### src/rtl/grf_write_arbiter_pkg.sv
// Shared types for the GRF write-port arbiter.
// Defines the write-request payload, the register-zero constant, and the FIFO
// entry type. The FIFO entry type gains an age stamp when ARB_TRACE_EN is defined.
package grf_write_arbiter_pkg;

    localparam int unsigned REG_W  = 5;
    localparam int unsigned DATA_W = 32;

    localparam logic [REG_W-1:0] REG_ZERO = '0;

    typedef struct packed {
        logic [REG_W-1:0]  a3;
        logic [DATA_W-1:0] wd;
        logic [DATA_W-1:0] pc;
    } wr_req_t;

`ifdef ARB_TRACE_EN
    localparam int unsigned AGE_W = 32;

    // The age field holds the cycle stamp taken at push time.
    typedef struct packed {
        wr_req_t          req;
        logic [AGE_W-1:0] age;
    } fifo_ent_t;
`else
    typedef struct packed {
        wr_req_t req;
    } fifo_ent_t;
`endif

endpackage

### src/rtl/grf_write_arbiter_wr_fifo.sv
// In-order circular FIFO that buffers deferred L writes.
// Ports: clk, reset (async active-low), push/push_data, pop, head (entry at rd
// pointer), full/empty (from registered count only).
module grf_write_arbiter_wr_fifo #(
    parameter int unsigned DEPTH = 4,
    parameter type         entry_t = logic
) (
    input  logic   clk,
    input  logic   reset,
    input  logic   push,
    input  entry_t push_data,
    input  logic   pop,
    output entry_t head,
    output logic   full,
    output logic   empty
);

    localparam int unsigned PTR_W = $clog2(DEPTH);
    localparam int unsigned CNT_W = PTR_W + 1;

    entry_t             mem [DEPTH];
    logic [PTR_W-1:0]   wr_ptr;
    logic [PTR_W-1:0]   rd_ptr;
    logic [CNT_W-1:0]   cnt;
    logic               push_ok;
    logic               pop_ok;

    assign full    = (cnt == CNT_W'(DEPTH));
    assign empty   = (cnt == '0);
    assign push_ok = push && !full;
    assign pop_ok  = pop && !empty;
    assign head    = mem[rd_ptr];

    // Storage needs no reset; empty gates every consumer of head.
    always_ff @(posedge clk) begin
        if (push_ok) begin
            mem[wr_ptr] <= push_data;
        end
    end

    // Pointers wrap naturally because DEPTH is a power of two.
    always_ff @(posedge clk or negedge reset) begin
        if (!reset) begin
            wr_ptr <= '0;
            rd_ptr <= '0;
            cnt    <= '0;
        end else begin
            if (push_ok) begin
                wr_ptr <= wr_ptr + PTR_W'(1);
            end
            if (pop_ok) begin
                rd_ptr <= rd_ptr + PTR_W'(1);
            end
            case ({push_ok, pop_ok})
                2'b10:   cnt <= cnt + CNT_W'(1);
                2'b01:   cnt <= cnt - CNT_W'(1);
                default: cnt <= cnt;
            endcase
        end
    end

endmodule

### src/rtl/grf_write_arbiter.sv
// Shares the single GRF write port between the writeback stage (W, never
// stalled, highest priority) and the long-latency unit (L, valid/ready).
// L writes are queued and drained into idle port cycles; a per-register pending
// scoreboard drives busy1/busy2, and stall_req requests a writeback bubble when
// the queue has been blocked for STARVE_LIMIT cycles.
// Ports: clk, reset (async active-low); wb_* writeback request; lu_* L request
// with lu_ready; grf_* granted write (combinational); chk_a1/chk_a2 -> busy1/busy2;
// stall_req (registered).
// Optional: define ARB_TRACE_EN to print each deferred write with its residency.
module grf_write_arbiter
    import grf_write_arbiter_pkg::*;
#(
    parameter int unsigned DEPTH        = 4,
    parameter int unsigned STARVE_LIMIT = 3
) (
    input  logic              clk,
    input  logic              reset,
    input  logic              wb_we,
    input  logic [REG_W-1:0]  wb_a3,
    input  logic [DATA_W-1:0] wb_wd,
    input  logic [DATA_W-1:0] wb_pc,
    input  logic              lu_valid,
    output logic              lu_ready,
    input  logic [REG_W-1:0]  lu_a3,
    input  logic [DATA_W-1:0] lu_wd,
    input  logic [DATA_W-1:0] lu_pc,
    output logic              grf_we,
    output logic [REG_W-1:0]  grf_a3,
    output logic [DATA_W-1:0] grf_wd,
    output logic [DATA_W-1:0] grf_pc,
    input  logic [REG_W-1:0]  chk_a1,
    input  logic [REG_W-1:0]  chk_a2,
    output logic              busy1,
    output logic              busy2,
    output logic              stall_req
);

    localparam int unsigned CNT_W = $clog2(DEPTH) + 1;
    localparam int unsigned NREG  = 1 << REG_W;
    localparam int unsigned SW    = $clog2(STARVE_LIMIT + 1);

    logic                        w_claim;
    logic                        push;
    logic                        pop;
    logic                        full;
    logic                        empty;
    fifo_ent_t                   push_ent;
    fifo_ent_t                   head;
    logic [NREG-1:0]             push_hit;
    logic [NREG-1:0]             pop_hit;
    logic [NREG-1:0][CNT_W-1:0]  pend;
    logic [SW-1:0]               starve_cnt;
    logic [SW-1:0]               starve_nxt;

    // A write to $0 never occupies the port.
    assign w_claim  = wb_we && (wb_a3 != REG_ZERO);
    assign lu_ready = !full;
    assign push     = lu_valid && lu_ready && (lu_a3 != REG_ZERO);
    assign pop      = !w_claim && !empty;

`ifdef ARB_TRACE_EN
    logic [AGE_W-1:0] cyc;

    always_ff @(posedge clk or negedge reset) begin
        if (!reset) begin
            cyc <= '0;
        end else begin
            cyc <= cyc + AGE_W'(1);
        end
    end

    always_ff @(posedge clk) begin
        if (reset && pop) begin
            $display("%d@%h: defer $%d <= %h (%0d cyc)", $time, head.req.pc,
                     head.req.a3, head.req.wd, cyc - head.age);
        end
    end
`endif

    // Build the queued entry from the L request.
    always_comb begin
        push_ent        = '0;
        push_ent.req.a3 = lu_a3;
        push_ent.req.wd = lu_wd;
        push_ent.req.pc = lu_pc;
`ifdef ARB_TRACE_EN
        push_ent.age    = cyc;
`endif
    end

    grf_write_arbiter_wr_fifo #(
        .DEPTH   (DEPTH),
        .entry_t (fifo_ent_t)
    ) u_wr_fifo (
        .clk       (clk),
        .reset     (reset),
        .push      (push),
        .push_data (push_ent),
        .pop       (pop),
        .head      (head),
        .full      (full),
        .empty     (empty)
    );

    // Port grant: W first, otherwise the queue head.
    always_comb begin
        grf_we = 1'b0;
        grf_a3 = '0;
        grf_wd = '0;
        grf_pc = '0;
        if (w_claim) begin
            grf_we = 1'b1;
            grf_a3 = wb_a3;
            grf_wd = wb_wd;
            grf_pc = wb_pc;
        end else if (!empty) begin
            grf_we = 1'b1;
            grf_a3 = head.req.a3;
            grf_wd = head.req.wd;
            grf_pc = head.req.pc;
        end
    end

    // One-hot register hits for this cycle's push and pop.
    always_comb begin
        push_hit = '0;
        pop_hit  = '0;
        if (push) begin
            push_hit[lu_a3] = 1'b1;
        end
        if (pop) begin
            pop_hit[head.req.a3] = 1'b1;
        end
    end

    // Pending-write counters; entry 0 is never touched and stays zero.
    always_ff @(posedge clk or negedge reset) begin
        if (!reset) begin
            pend <= '0;
        end else begin
            for (int r = 1; r < NREG; r++) begin
                if (push_hit[r] && !pop_hit[r]) begin
                    pend[r] <= pend[r] + CNT_W'(1);
                end else if (pop_hit[r] && !push_hit[r]) begin
                    pend[r] <= pend[r] - CNT_W'(1);
                end
            end
        end
    end

    assign busy1 = (pend[chk_a1] != '0) ||
                   (lu_valid && (lu_a3 == chk_a1) && (chk_a1 != REG_ZERO));
    assign busy2 = (pend[chk_a2] != '0) ||
                   (lu_valid && (lu_a3 == chk_a2) && (chk_a2 != REG_ZERO));

    // Starvation counter: saturates while the queue is blocked by W.
    always_comb begin
        starve_nxt = starve_cnt;
        if (empty || pop) begin
            starve_nxt = '0;
        end else if (w_claim && (starve_cnt != SW'(STARVE_LIMIT))) begin
            starve_nxt = starve_cnt + SW'(1);
        end
    end

    always_ff @(posedge clk or negedge reset) begin
        if (!reset) begin
            starve_cnt <= '0;
            stall_req  <= 1'b0;
        end else begin
            starve_cnt <= starve_nxt;
            stall_req  <= (starve_nxt == SW'(STARVE_LIMIT));
        end
    end

`ifndef SYNTHESIS
    // The hazard unit must keep W away from registers with queued L writes.
    waw_order: assert property (@(posedge clk) disable iff (!reset)
        w_claim |-> (pend[wb_a3] == '0));
`endif

endmodule

### config.mk
export PLATFORM = sky130hd
export DESIGN_NAME = grf_write_arbiter
export DESIGN_NICKNAME = d
export VERILOG_FILES = /design/src/rtl/grf_write_arbiter_pkg.sv /design/src/rtl/grf_write_arbiter_wr_fifo.sv /design/src/rtl/grf_write_arbiter.sv
export SDC_FILE = /design/constraint.sdc
export NUM_CORES = 1
export LEC_CHECK = 0
export BUFFER_PORTS_ARGS = -buffer_cell sky130_fd_sc_hd__clkbuf_2
export CAP_MARGIN = 10
export CORE_MARGIN = 4
export CORE_UTILIZATION = 40
export CTS_CLUSTER_DIAMETER = 120
export DETAILED_ROUTE_END_ITERATION = 6
export MAX_ROUTING_LAYER = met4
export PLACE_DENSITY = 0.59
export SLEW_MARGIN = 40
export SYNTH_ARGS = -nofsm -noshare
export SYNTH_HDL_FRONTEND = slang
export SYNTH_SLANG_ARGS = --single-unit
### constraint.sdc
create_clock -name clk -period 3.1 [get_ports clk]
set_input_delay 0.155 -clock clk [delete_from_list [all_inputs] [get_ports clk]]
set_output_delay 0.155 -clock clk [all_outputs]
set_load 0.01 [all_outputs]
==> flow_results.org <==
** Setup path
- Traced cell by cell, the critical path runs through mux4_2, nand2b_1, nor2_1, nand2_1, ha_1, inv_1, fa_1, mux2_2.
- Data arrives at the worst endpoint at 3.29 ns.
- The number of buffers and inverters on the critical path is 1.
- Among all stages on the critical path, the largest delay is contributed by mux4_2.
- By startpoint and endpoint, the worst setup path is classified as reg -> reg.
- In this design, the stage delay of the slowest critical-path cell is 0.61 ns.
- In this run the critical register-to-register path is captured at pend[13]$_DFFE_PN0P_.
- The worst setup path is captured at a register.
- The worst setup path is launched from a register.
- The startpoint identified for the worst register-to-register timing path is u_wr_fifo.rd_ptr[0]$_DFFE_PN0P_.
- Kind of cell adding the most delay to the critical path :: multiplexers
- Measured in cells, the most critical reg-to-reg path has a length of 8.
- R2r setup slk :: 0.24 ns
- Worst Path Required :: 3.53 ns
- Maximum fanout encountered on the critical timing path :: 8

** STA
- The clock arrives with 0.0234 ns of skew.
- Setup violations remaining at the end of the flow were counted as 0.
- Hold violation total from the final report :: 0
- Setup repair after global routing left no endpoint under its margin.
- Adding up every negative setup slack in the final design gives 0 ns.
- Highest clock rate :: 349 MHz
- Hold timing on the final database bottoms out at a slack of 0.0632 ns.
- Part of the cycle the worst path needs :: 0.924
- Counting I/O delays and the setup requirement, the final critical path takes 2.86 ns.
- Remaining max-slew budget at the tightest pin :: 0.507
- For the pin with the worst max-slew slack, the measured transition is 0.739 ns.
- The number of pins with negative max-slew slack in the final report came to 0.

** CTS
- Clock-pin slew was measured on the worst setup and hold paths at 0.05 ns.
- Clock latency reported for the late side of the worst-skew pair :: 0.56 ns
- The clock tree synthesis step divided the H-tree into 2 levels.
- After clock tree synthesis, the setup repair step added 0 buffers.
- Number of clock buffers inserted by TritonCTS :: 44
- TritonCTS clock tree :: built
- Clock tree synthesis found a total of 379 sinks.
- CTS Root Cell :: clkbuf_16
- The clock passes through at most 3 buffers.

** Hold path
- Number of cells traversed by the worst hold path :: 2
- Classification of the worst-slack hold path :: in -> reg
- Hold path startpoint :: lu_a3[2]
- The path with the worst hold slack has its endpoint at u_wr_fifo.mem[0][66]$_DFFE_PP_.

** Detailed routing
- Number of DRC violations after detailed routing :: 0
- Signal routing reaches up to met4.
- The detailed router put a total of 18.2 mm of wire on met1.
- Dividing the detail-routed wire length by the instance count gives 19.2 um.
- Wires add up to 41.1 mm.
- Once detail routing completed, the nets flagged for antenna violations numbered 0.
- Pre-Repair DR Iteration Count :: 5
- The routed layout has 10.9k vias.
- Using the TritonRoute via totals, the vias-per-cell ratio works out to 5.07.
- Wire segments on met3 add up to 2.61 mm in the final route.
- Detailed routing placed a total of 19.6 mm of wire on met2.
- DRC marker count from the first detailed-route iteration :: 763

** Synthesis
- Counting flops with a built-in enable in the synthesized netlist gives 276.
- The synthesized design spends more area on one cell type than any other, namely edfxtp_1.
- After synthesis, the mean cell area works out to 14.6 um2.
- When the netlist entered floorplanning its net count stood at 1417.
- Proportion of netlist area held by the largest area contributor :: 0.473
- Proportion of synthesized chip area in sequential cells :: 0.620
- Yosys warning count :: 3
- Post-synth design cell area :: 0.0175 mm2
- By area the synthesized netlist is led by edfxtp_1 47%, dfrtp_1 15%, mux4_2 9.9%.
- Flops & latches, synth :: 379
- The netlist uses 56 different library cells.
- After technology mapping, the gate count stands at 1196.
- Most instantiated flip-flop cell in the synthesis netlist :: edfxtp_1
- Fraction of synthesis flops using an asynchronous set or reset pin :: 0.272

** Run
- The tool flagged a number of max-cap violations equal to 0.

** GRT
- The first global-routing pass estimated 65.8 mm of wire.
- Number of global-route vias before repair :: 11.6k
- Overflow left after global routing :: 0
- Pin count of the biggest net entering global routing :: 69
- Global Route Usage Sum :: 0.184
- Number of antenna violations at the first check in global routing :: 7

** Place
- HPWL after detailed placement :: 26.8 mm
- Global placement routability congestion :: 0.847
- Total of buffers placed on input and output ports :: 225
- Summing all placed instances gives a cell area of 0.0195 mm2.
- Counting tap cells, the placed design contains a total of 1993 instances.

** Floorplanning
- 226 I/O pins were placed.
- Effective utilization at floorplan :: 0.406
- Core area :: 0.0432 mm2
- Die extent in x :: 217 um
- The floorplan step defined a die boundary enclosing 0.0472 mm2.
- Row generation in the floorplan step produced 76 rows.
- Measured along the y axis, the die boundary spans 217 um.

** Final layout
- Synth-to-Final Area Change :: 23.6%
- Measured on the finished design, the core utilization comes to 0.501.
- In the layout the commonest cells are 276 x edfxtp_1, 224 x clkbuf_2, 177 x nand2_1.
- The library cell used most frequently in the layout, excluding fill and tap cells, is edfxtp_1.
- Final Non-Filler Cells :: 2145
- Design Area, Final :: 0.0216 mm2
- Of the cells placed in the final design, the portion with a size suffix greater than 1 is 0.294.
- After the last flow step, the layout net total stands at 1743.

** Status
- Result of the run :: finished, final reports clean

** Power and ir drop
- In this run the power density over the cells is 874 mW/mm2.
- For this design the static power due to leakage is 8.49 nW.
- Worst-case vdd ir drop :: 0.000515 V
-- final cells by class --
cell class	instances	area, um2
timing repair buffer	332	2170
fill	3775	21500
clock inverter	16	194
inverter	44	165
tap	585	732
clock buffer	61	1210
sequential	379	10900
multi-input combinational	721	6270
antenna	7	17.5
-- how the worst max path moves through the flow --
stage                                          to  cells after the start                             from  slack, ns
floorplan           u_wr_fifo.mem[0][0]$_DFFE_PP_                      6                         lu_a3[3]       0.03
global placement     u_wr_fifo.cnt[2]$_DFFE_PN0P_                     11                         wb_a3[1]       0.27
detailed placement   u_wr_fifo.cnt[2]$_DFFE_PN0P_                     11                         wb_a3[1]       0.21
CTS                          pend[13]$_DFFE_PN0P_                      8  u_wr_fifo.rd_ptr[0]$_DFFE_PN0P_       0.22
global route                 pend[13]$_DFFE_PN0P_                      8  u_wr_fifo.rd_ptr[0]$_DFFE_PN0P_       0.10
finish                       pend[13]$_DFFE_PN0P_                      8  u_wr_fifo.rd_ptr[0]$_DFFE_PN0P_       0.24
-- worst reg2reg max path: stages, from the launching register on --
cell      delay, ns
dfrtp_4        0.50
mux4_2         0.61
nand2b_1       0.20
nor2_1         0.33
nand2_1        0.12
ha_1           0.22
inv_1          0.08
fa_1           0.41
mux2_2         0.27
-- state kept, by name, summed over array words and instances, names as in the netlist --
register          flops
pend                 93
stall_req             1
starve_cnt            2
u_wr_fifo.cnt         3
u_wr_fifo.mem       276
u_wr_fifo.rd_ptr      2
u_wr_fifo.wr_ptr      2
-- metrics by stage --
stage | power [mW] | worst slack (ns)
final | 18.9 | 0.235
after floorplan | 11.9 | 0.0281
after global placement | 13.8 | 0.268
after CTS | 19.2 | 0.217
after global routing | 20.1 | 0.101
after detailed placement | 14.0 | 0.209
-- power by group --
group	internal, mW	switching [mW]	total, mW	leakage, nW
Clock	2.99	2.03	5.02	0.686
Sequential	6.90	0.851	7.75	3.78
Combinational	2.88	3.27	6.14	4.03
Total	12.8	6.15	18.9	8.49
-- metal layers --
| metal | up-vias | global-route usage |
|---|---|---|
| met2 | 300 | 0.291 |
| met3 | 53 | 0.0399 |
| met4 | 0 | 0.0447 |
| li1 | 5040 | - |
| met1 | 5480 | 0.245 |
| met5 | - | - |
-- cell usage after synthesis, types with 3 or more instances --
cell	number
o31ai_1	3
or4_1	3
mux2i_1	5
o21ai_0	3
edfxtp_1	276
buf_1	4
buf_2	22
inv_1	43
clkbuf_1	23
nor2_1	72
ha_1	37
mux4_2	77
a21oi_1	4
nor2_2	3
fa_1	32
nor3_1	35
a2111oi_0	3
nor4_1	11
and2_1	4
nand2_1	177
dfrtp_1	103
nand3b_1	4
mux2_2	32
xor2_1	69
xnor2_1	40
nand3_1	70
-- kinds of logic after synthesis --
family | synth area share
AO/OA/AOI/OAI | 0.0157
XOR/XNOR | 0.0545
adder cells (fa/ha/maj) | 0.0630
buffers and inverters | 0.0229
flip-flops | 0.620
multiplexers | 0.122
AND/OR/NAND/NOR | 0.101
-- repair_timing --
action | CTS | global route
resized for setup | 0 | 0
hold endpoints to repair | 315 | 0
hold buffers | 66 | 0
endpoints found under the setup margin | 0 | 0
Power figures use the tool's default switching activity.
